`src/rtl/mc_ctrl_pkg.sv`:
```
// Shared definitions for the multi-cycle RISC-V control path: FSM state type,
// opcode values and datapath select encodings. Also used by the ALU decoder.
package mc_ctrl_pkg;

  typedef enum logic [4:0] {
    S_FETCH,
    S_DECODE,
    S_MEMADR,
    S_MEMREAD,
    S_MEMWRITE,
    S_MEMWB,
    S_EXECR,
    S_EXECI,
    S_AUIPC,
    S_ALUWB,
    S_JAL,
    S_JALR_A,
    S_JALR_B,
    S_BEQ,
    S_LUI,
    S_ILLEGAL,
    S_EXECM,
    S_MDUWB
  } state_t;

  // Opcodes (instr[6:0])
  localparam logic [6:0] OP_LW    = 7'b0000011;
  localparam logic [6:0] OP_SW    = 7'b0100011;
  localparam logic [6:0] OP_RTYPE = 7'b0110011;
  localparam logic [6:0] OP_ITYPE = 7'b0010011;
  localparam logic [6:0] OP_BEQ   = 7'b1100011;
  localparam logic [6:0] OP_JAL   = 7'b1101111;
  localparam logic [6:0] OP_JALR  = 7'b1100111;
  localparam logic [6:0] OP_LUI   = 7'b0110111;
  localparam logic [6:0] OP_AUIPC = 7'b0010111;

  // ALU operand A select
  localparam logic [1:0] SRCA_PC    = 2'b00;
  localparam logic [1:0] SRCA_OLDPC = 2'b01;
  localparam logic [1:0] SRCA_RS1   = 2'b10;

  // ALU operand B select
  localparam logic [1:0] SRCB_RS2  = 2'b00;
  localparam logic [1:0] SRCB_IMM  = 2'b01;
  localparam logic [1:0] SRCB_FOUR = 2'b10;

  // Writeback result select
  localparam logic [1:0] RES_ALUOUT    = 2'b00;
  localparam logic [1:0] RES_DATA      = 2'b01;
  localparam logic [1:0] RES_ALURESULT = 2'b10;
  localparam logic [1:0] RES_IMMEXT    = 2'b11;

  // ALU operation class handed to the ALU decoder
  localparam logic [1:0] ALUOP_ADD   = 2'b00;
  localparam logic [1:0] ALUOP_SUB   = 2'b01;
  localparam logic [1:0] ALUOP_FUNCT = 2'b10;

  // States that stall on an external completion input and are timed
  function automatic logic is_wait_state(state_t s);
    return (s == S_FETCH) || (s == S_MEMREAD) || (s == S_MEMWRITE) || (s == S_EXECM);
  endfunction

endpackage

```
`src/rtl/mc_wait_timer.sv`:
```
// Wait-state watchdog. Counts cycles while en is high; expired is raised
// combinationally during the MEM_TIMEOUT-th counted cycle so the FSM can abort
// in that same cycle. MEM_TIMEOUT = 0 disables expiry.
module mc_wait_timer #(
  parameter int TMR_W       = 5,
  parameter int MEM_TIMEOUT = 16
) (
  input  logic clk,
  input  logic reset,
  input  logic clr,
  input  logic en,
  output logic expired
);

  localparam logic [TMR_W-1:0] LIMIT = TMR_W'((MEM_TIMEOUT > 0) ? (MEM_TIMEOUT - 1) : 0);
  localparam logic [TMR_W-1:0] MAXV  = {TMR_W{1'b1}};

  logic [TMR_W-1:0] cnt;

  // Wait-cycle counter; saturates so a disabled timeout never wraps
  always_ff @(posedge clk or posedge reset) begin
    if (reset) begin
      cnt <= '0;
    end else if (clr) begin
      cnt <= '0;
    end else if (en && (cnt != MAXV)) begin
      cnt <= cnt + TMR_W'(1);
    end
  end

  assign expired = (MEM_TIMEOUT != 0) && en && (cnt == LIMIT);

endmodule

```
`src/rtl/mc_ctrl_fsm.sv`:
```
// Multi-cycle RISC-V main control FSM. Moore-style datapath controls with
// mem_ready-qualified fetch/store strobes, variable-latency memory handshake,
// wait-state timeout (bus_err), JALR/AUIPC sequencing and illegal-opcode trap.
// Optional feature macro: MC_FSM_MULDIV_EN adds the iterative mul/div path
// (EXECM/MDUWB states, mdu_start/mdu_sel); without it funct7 and mdu_done are
// ignored and mdu_start/mdu_sel stay 0.
module mc_ctrl_fsm
  import mc_ctrl_pkg::*;
#(
  parameter int MEM_TIMEOUT = 16,
  parameter int TMR_W       = 5
) (
  input  logic       clk,
  input  logic       reset,
  input  logic [6:0] op,
  input  logic [6:0] funct7,
  input  logic       mem_ready,
  input  logic       mdu_done,
  output logic       Branch,
  output logic       PCUpdate,
  output logic       RegWrite,
  output logic       MemWrite,
  output logic       IRWrite,
  output logic       AdrSrc,
  output logic [1:0] ResultSrc,
  output logic [1:0] ALUSrcA,
  output logic [1:0] ALUSrcB,
  output logic [1:0] ALUOp,
  output logic       mem_req,
  output logic       mdu_start,
  output logic       mdu_sel,
  output logic       illegal,
  output logic       bus_err
);

  state_t state, state_nx;
  logic   done;
  logic   timeout;
  logic   tmr_en;
  logic   tmr_clr;

`ifdef MC_FSM_MULDIV_EN
  localparam logic [6:0] F7_MULDIV = 7'b0000001;
  logic mdu_launched;

  // Completion input of the current wait state
  assign done = (state == S_EXECM) ? mdu_done : mem_ready;

  // Remembers that EXECM has already issued its launch pulse
  always_ff @(posedge clk or posedge reset) begin
    if (reset) begin
      mdu_launched <= 1'b0;
    end else begin
      mdu_launched <= (state == S_EXECM);
    end
  end
`else
  logic unused_inputs;
  assign unused_inputs = ^{funct7, mdu_done};
  assign done = mem_ready;
`endif

  // Timer counts stalled wait cycles and restarts on any state change or abort
  assign tmr_en  = is_wait_state(state) && !done;
  assign tmr_clr = (state_nx != state) || timeout;

  mc_wait_timer #(
    .TMR_W      (TMR_W),
    .MEM_TIMEOUT(MEM_TIMEOUT)
  ) u_timer (
    .clk    (clk),
    .reset  (reset),
    .clr    (tmr_clr),
    .en     (tmr_en),
    .expired(timeout)
  );

  // State register
  always_ff @(posedge clk or posedge reset) begin
    if (reset) begin
      state <= S_FETCH;
    end else begin
      state <= state_nx;
    end
  end

  // Next-state and datapath controls decoded from the current state
  always_comb begin
    state_nx  = state;
    Branch    = 1'b0;
    PCUpdate  = 1'b0;
    RegWrite  = 1'b0;
    MemWrite  = 1'b0;
    IRWrite   = 1'b0;
    AdrSrc    = 1'b0;
    ResultSrc = RES_ALUOUT;
    ALUSrcA   = SRCA_PC;
    ALUSrcB   = SRCB_RS2;
    ALUOp     = ALUOP_ADD;
    mem_req   = 1'b0;
    mdu_start = 1'b0;
    mdu_sel   = 1'b0;
    illegal   = 1'b0;
    bus_err   = 1'b0;

    case (state)
      S_FETCH: begin
        mem_req   = 1'b1;
        AdrSrc    = 1'b0;
        ALUSrcA   = SRCA_PC;
        ALUSrcB   = SRCB_FOUR;
        ResultSrc = RES_ALURESULT;
        IRWrite   = mem_ready;
        PCUpdate  = mem_ready;
        // A timeout here simply restarts the fetch
        if (mem_ready) state_nx = S_DECODE;
      end
      S_DECODE: begin
        ALUSrcA = SRCA_OLDPC;
        ALUSrcB = SRCB_IMM;
        case (op)
          OP_LW, OP_SW: state_nx = S_MEMADR;
`ifdef MC_FSM_MULDIV_EN
          OP_RTYPE:     state_nx = (funct7 == F7_MULDIV) ? S_EXECM : S_EXECR;
`else
          OP_RTYPE:     state_nx = S_EXECR;
`endif
          OP_ITYPE:     state_nx = S_EXECI;
          OP_BEQ:       state_nx = S_BEQ;
          OP_JAL:       state_nx = S_JAL;
          OP_JALR:      state_nx = S_JALR_A;
          OP_LUI:       state_nx = S_LUI;
          OP_AUIPC:     state_nx = S_AUIPC;
          default:      state_nx = S_ILLEGAL;
        endcase
      end
      S_MEMADR: begin
        ALUSrcA  = SRCA_RS1;
        ALUSrcB  = SRCB_IMM;
        state_nx = (op == OP_SW) ? S_MEMWRITE : S_MEMREAD;
      end
      S_MEMREAD: begin
        mem_req = 1'b1;
        AdrSrc  = 1'b1;
        if (mem_ready)    state_nx = S_MEMWB;
        else if (timeout) state_nx = S_FETCH;
      end
      S_MEMWRITE: begin
        mem_req  = 1'b1;
        AdrSrc   = 1'b1;
        MemWrite = mem_ready;
        if (mem_ready || timeout) state_nx = S_FETCH;
      end
      S_MEMWB: begin
        ResultSrc = RES_DATA;
        RegWrite  = 1'b1;
        state_nx  = S_FETCH;
      end
      S_EXECR: begin
        ALUSrcA  = SRCA_RS1;
        ALUSrcB  = SRCB_RS2;
        ALUOp    = ALUOP_FUNCT;
        state_nx = S_ALUWB;
      end
      S_EXECI: begin
        ALUSrcA  = SRCA_RS1;
        ALUSrcB  = SRCB_IMM;
        ALUOp    = ALUOP_FUNCT;
        state_nx = S_ALUWB;
      end
      S_AUIPC: begin
        ALUSrcA  = SRCA_OLDPC;
        ALUSrcB  = SRCB_IMM;
        state_nx = S_ALUWB;
      end
      S_ALUWB: begin
        ResultSrc = RES_ALUOUT;
        RegWrite  = 1'b1;
        state_nx  = S_FETCH;
      end
      S_JAL: begin
        ALUSrcA   = SRCA_OLDPC;
        ALUSrcB   = SRCB_FOUR;
        ResultSrc = RES_ALUOUT;
        PCUpdate  = 1'b1;
        state_nx  = S_ALUWB;
      end
      S_JALR_A: begin
        // Jump target into ALUOut
        ALUSrcA  = SRCA_RS1;
        ALUSrcB  = SRCB_IMM;
        state_nx = S_JALR_B;
      end
      S_JALR_B: begin
        // PC <- target while ALUOut picks up the link value OldPC+4
        ALUSrcA   = SRCA_OLDPC;
        ALUSrcB   = SRCB_FOUR;
        ResultSrc = RES_ALUOUT;
        PCUpdate  = 1'b1;
        state_nx  = S_ALUWB;
      end
      S_BEQ: begin
        ALUSrcA   = SRCA_RS1;
        ALUSrcB   = SRCB_RS2;
        ALUOp     = ALUOP_SUB;
        ResultSrc = RES_ALUOUT;
        Branch    = 1'b1;
        state_nx  = S_FETCH;
      end
      S_LUI: begin
        ResultSrc = RES_IMMEXT;
        RegWrite  = 1'b1;
        state_nx  = S_FETCH;
      end
      S_ILLEGAL: begin
        illegal  = 1'b1;
        state_nx = S_FETCH;
      end
`ifdef MC_FSM_MULDIV_EN
      S_EXECM: begin
        mdu_start = !mdu_launched;
        if (mdu_done)     state_nx = S_MDUWB;
        else if (timeout) state_nx = S_FETCH;
      end
      S_MDUWB: begin
        mdu_sel  = 1'b1;
        RegWrite = 1'b1;
        state_nx = S_FETCH;
      end
`endif
      default: state_nx = S_FETCH;
    endcase

    bus_err = timeout;

    // No strobe or bus request may escape while reset is held
    if (reset) begin
      Branch    = 1'b0;
      PCUpdate  = 1'b0;
      RegWrite  = 1'b0;
      MemWrite  = 1'b0;
      IRWrite   = 1'b0;
      mem_req   = 1'b0;
      mdu_start = 1'b0;
      illegal   = 1'b0;
      bus_err   = 1'b0;
    end
  end

endmodule

```
`config.mk`:
```
export PLATFORM = sky130hd
export DESIGN_NAME = mc_ctrl_fsm
export DESIGN_NICKNAME = d
export VERILOG_FILES = /design/src/rtl/mc_ctrl_pkg.sv /design/src/rtl/mc_wait_timer.sv /design/src/rtl/mc_ctrl_fsm.sv
export SDC_FILE = /design/constraint.sdc
export NUM_CORES = 1
export LEC_CHECK = 0
export BUFFER_PORTS_ARGS = -buffer_cell sky130_fd_sc_hd__buf_4
export CAP_MARGIN = 40
export CELL_PAD_IN_SITES_DETAIL_PLACEMENT = 0
export CELL_PAD_IN_SITES_GLOBAL_PLACEMENT = 1
export CORE_MARGIN = 2
export CORE_UTILIZATION = 37
export DETAILED_ROUTE_END_ITERATION = 8
export GPL_TIMING_DRIVEN = 0
export PLACE_DENSITY = 0.88
export SLEW_MARGIN = 20
export SYNTH_ARGS = -nofsm -noshare
export SYNTH_HDL_FRONTEND = slang
export SYNTH_SLANG_ARGS = --single-unit
```
`constraint.sdc`:
```
create_clock -name clk -period 2.25 [get_ports clk]
set_input_delay 0 -clock clk [delete_from_list [all_inputs] [get_ports clk]]
set_output_delay 0 -clock clk [all_outputs]
set_load 0.05 [all_outputs]
```
==> results by stage <==
Status:
- The flow ran to the end, and the final reports show no timing, DRC or antenna violations.

Power:
- Dividing total power by cell area gives a power density of 1150 nW/um^2.
- The leakage component of the power is 0.000677 uW.
- The maximum vdd ir drop is 0.000502 V.
- Power comes to 1840 uW.

Die:
- The number of cell rows is 20.
- The overall die area is 3820 um^2.
- During I/O placement, the number of pins put on the boundary was 37.
- The initial utilization of the core area, before any placement, comes to 0.396.
- The vertical die dimension is 61.8 um.
- The core footprint is 3130 um^2.
- The die is 61.8 um wide.

Synthesis:
- The biggest area consumer among synthesized cells is sky130_fd_sc_hd__dfrtp_1.
- In the synthesized netlist the dominant register cell turns out to be sky130_fd_sc_hd__dfrtp_1.
- The number of warnings reported in the yosys synthesis log is 0.
- The cell count after synthesis came out at 155.
- Ranked by total cell area, the synthesized netlist is headed by sky130_fd_sc_hd__dfrtp_1 (20%), sky130_fd_sc_hd__nor2_1 (5.2%), sky130_fd_sc_hd__nand2_1 (4.2%).
- The share of flip-flops with an asynchronous set or reset is 1.00.
- The synthesized design contains 10 register bits.
- Yosys mapped the design onto 60 distinct sky130hd cell types.
- The mean cell area of the mapped netlist is 7.98 um^2.
- The share of synthesized area in the top cell type comes to 0.202.
- The post-synthesis cell area is 1240 um^2.
- Yosys mapped a number of flops with a built-in enable equal to 0.
- The proportion of synthesized chip area in sequential cells is 0.202.

Place:
- The wire-length estimate of the detail-placed layout is 2.64 mm.
- The final weighted congestion in routability-driven placement is 0.838.
- The post-placement worst setup slack is -324 ps.
- The count of buffers from port buffering is 25.
- Including well taps, the total number of placed cells is 226.

Finish:
- Leaving out fill and tap cells, the most frequent cells in the layout are sky130_fd_sc_hd__buf_4 (32), sky130_fd_sc_hd__nor2_1 (17), sky130_fd_sc_hd__nand2_1 (14), sky130_fd_sc_hd__dfrtp_1 (10), sky130_fd_sc_hd__a21oi_1 (7).
- The sequential cells in the finished layout cover a total of 250 um^2.
- Of the cells placed in the final design, the portion with a size suffix greater than 1 is 0.333.
- The most frequent standard cell in the layout excluding fill and tap cells is sky130_fd_sc_hd__buf_4.
- Summing all multi-input logic gate instances after layout gives 953 um^2.
- The antenna diode count is 0.
- The number of fill cells is 315.
- From synthesis to final layout, the design area changed by 29.2%.
- The net total in the final layout is 212.
- The final standard cell count with taps included and fillers excluded is 233.

Global routing:
- The global-route wire length before repair is 5.21 mm.
- For this run the aggregate overflow at the end of global routing stands at 0.
- The via count of the first global-routing pass is 1158.
- Across every metal layer, demand over resource in global routing totals 0.179.
- The pin count of the biggest net entering global routing is 11.
- The initial antenna violation count was 0.

Routing:
- The violation count after the first detailed-route iteration is 87.
- The total wire length is 3.29 mm.
- The count of antenna-violating nets left after detailed routing is 0.
- The mean number of vias per cell is 5.43.
- The first-pass iteration count of the detailed router is 4.
- In the final routed layout, each cell accounts on average for 14.1 um.
- The detailed router placed 1266 vias in this run.
- The final routed DRC violation total is 0.

Setup path:
- The critical path is of the register to register type.
- The nature of the critical path endpoint is a register.
- STA puts the critical path data required time at 2430 ps.
- Tracing the worst setup path back leads to its startpoint at u_timer.cnt[1]$_DFFE_PP0P_.
- STA classifies the critical path startpoint as a register.
- Data arrives at the worst endpoint at 2320 ps.
- The start of the worst register-to-register path is u_timer.cnt[1]$_DFFE_PP0P_.
- Along the worst path, the maximum fanout reaches 5.

Timing:
- For the finished layout, the period the worst path requires is 2150 ps.
- The sum of negative setup slack is 0 ps.
- The worst slew margin relative to its limit is 0.611.
- The highest clock rate is 466 MHz.
- Across the routed clock network, the largest skew measured is 3.88 ps.
- Dividing the final minimum period by the clock period gives 0.954.
- The worst setup slack after layout is 103 ps.
- The final count of negative-setup-slack endpoints is 0.
- The slew of the pin with the lowest slew margin is 582 ps.
- The final-report max-slew violation count is 0.
- The number of failing hold endpoints at the final stage is 0.

Clock tree:
- The root buffer cell chosen for the clock tree is sky130_fd_sc_hd__clkbuf_4.
- The TritonCTS sink count is 10.
- The buffer levels on the longest clock path is 2.
- After clock tree synthesis, the clock-pin slew on the worst setup and hold paths is 60 ps.
- The clock insertion delay at the later pin of the skew report is 260 ps.
- The total number of H-tree levels is 1.
- The number of buffers inserted during clock tree synthesis is 3.
- The CTS tree is done.

Min path:
- The type of the most critical hold path is input port to register.
- The start point of the worst hold path is mem_ready.

Flow run:
- The tool flagged a number of max-cap violations equal to 0.
[synth_stat cells (3+ instances only)]
cell type                  number
sky130_fd_sc_hd__nor2_1        17
sky130_fd_sc_hd__nand2_1       14
sky130_fd_sc_hd__dfrtp_1       10
sky130_fd_sc_hd__a21oi_1        8
sky130_fd_sc_hd__nor3_1         7
sky130_fd_sc_hd__o21ai_0        6
sky130_fd_sc_hd__inv_1          5
sky130_fd_sc_hd__and2_1         4
sky130_fd_sc_hd__buf_4          4
sky130_fd_sc_hd__nor4_1         4
sky130_fd_sc_hd__buf_2          3
sky130_fd_sc_hd__ha_1           3
sky130_fd_sc_hd__nand2b_1       3
sky130_fd_sc_hd__nand3_1        3
sky130_fd_sc_hd__xnor2_1        3
sky130_fd_sc_hd__xor2_1         3
[flip-flops by register name (all words and copies together) (netlist names)]
signal and count:
state 5, u_timer.cnt 5
[path summary, 6_finish.rpt]
check	slack [ps]	end	cells after the start
max reg2reg	100	u_timer.cnt[4]$_DFFE_PP0P_	9
max in group asynchronous	1500	state[4]$_DFF_PP0_	3
max	100	u_timer.cnt[4]$_DFFE_PP0P_	9
min reg2reg	560	u_timer.cnt[3]$_DFFE_PP0P_	2
min in group asynchronous	480	state[3]$_DFF_PP0_	3
min	150	u_timer.cnt[4]$_DFFE_PP0P_	4
[per-stage QoR]
step / utilization / hold slack [ps] / instance area, um^2
after global routing: 0.511 / 150 / 1600
after detailed placement: 0.483 / 208 / 1510
after floorplan: - / 83.5 / 1270
after global placement: 0.483 / 182 / 1510
final: 0.511 / 147 / 1600
after CTS: 0.501 / 147 / 1570
[where the power goes]
part / switching [uW] / total (uW) / leakage (uW) / internal [uW]
Combinational: 911 / 1450 / 0.000529 / 537
Clock: 54.4 / 116 / 0.0000138 / 61.4
Sequential: 50.8 / 272 / 0.000134 / 221
Total: 1020 / 1840 / 0.000677 / 819
[layer usage]
layer	global-route usage	up-vias	part of all wire
met4	0.0243	0	0.0082
met3	0.0352	3	0.046
met5	0	-	0
li1	-	631	-
met1	0.235	598	0.46
met2	0.313	34	0.49
[repair_timing]
action,4_1_cts,5_1_grt
pin swaps,0,1
hold buffers,1,0
hold endpoints to repair,10,0
endpoints found under the setup margin,5,5
gates resized for setup,3,3
buffers inserted,0,3
[worst max-delay path, cell delays in order, from the launching register on]
cell                       delay (ps)
sky130_fd_sc_hd__dfrtp_1          400
sky130_fd_sc_hd__ha_2             190
sky130_fd_sc_hd__and3_1           200
sky130_fd_sc_hd__ha_2             190
sky130_fd_sc_hd__nor3b_1          150
sky130_fd_sc_hd__o21ai_1          130
sky130_fd_sc_hd__nor4b_4          300
sky130_fd_sc_hd__a21oi_2           60
sky130_fd_sc_hd__nand4b_4         230
sky130_fd_sc_hd__a211oi_2         210
[cell families after synthesis]
logic type      Yosys count  synth area share
simple gates             81             0.413
compound gates           34             0.205
buf+inv                  17            0.0789
flops                    10             0.202
xor+xnor                  6            0.0425
fa+ha+maj                 3            0.0303
mux                       3            0.0253
other cells               1           0.00303
[final cells by class]
| type | instances | area share |
|---|---|---|
| Buffer | 12 | 0.0493 |
| Clock buffer | 3 | 0.0141 |
| Inverter | 5 | 0.0117 |
| Multi-Input combinational cell | 130 | 0.596 |
| Sequential cell | 10 | 0.156 |
| Tap cell | 44 | 0.0344 |
| Timing Repair Buffer | 29 | 0.138 |
Power figures use the tool's default switching activity.
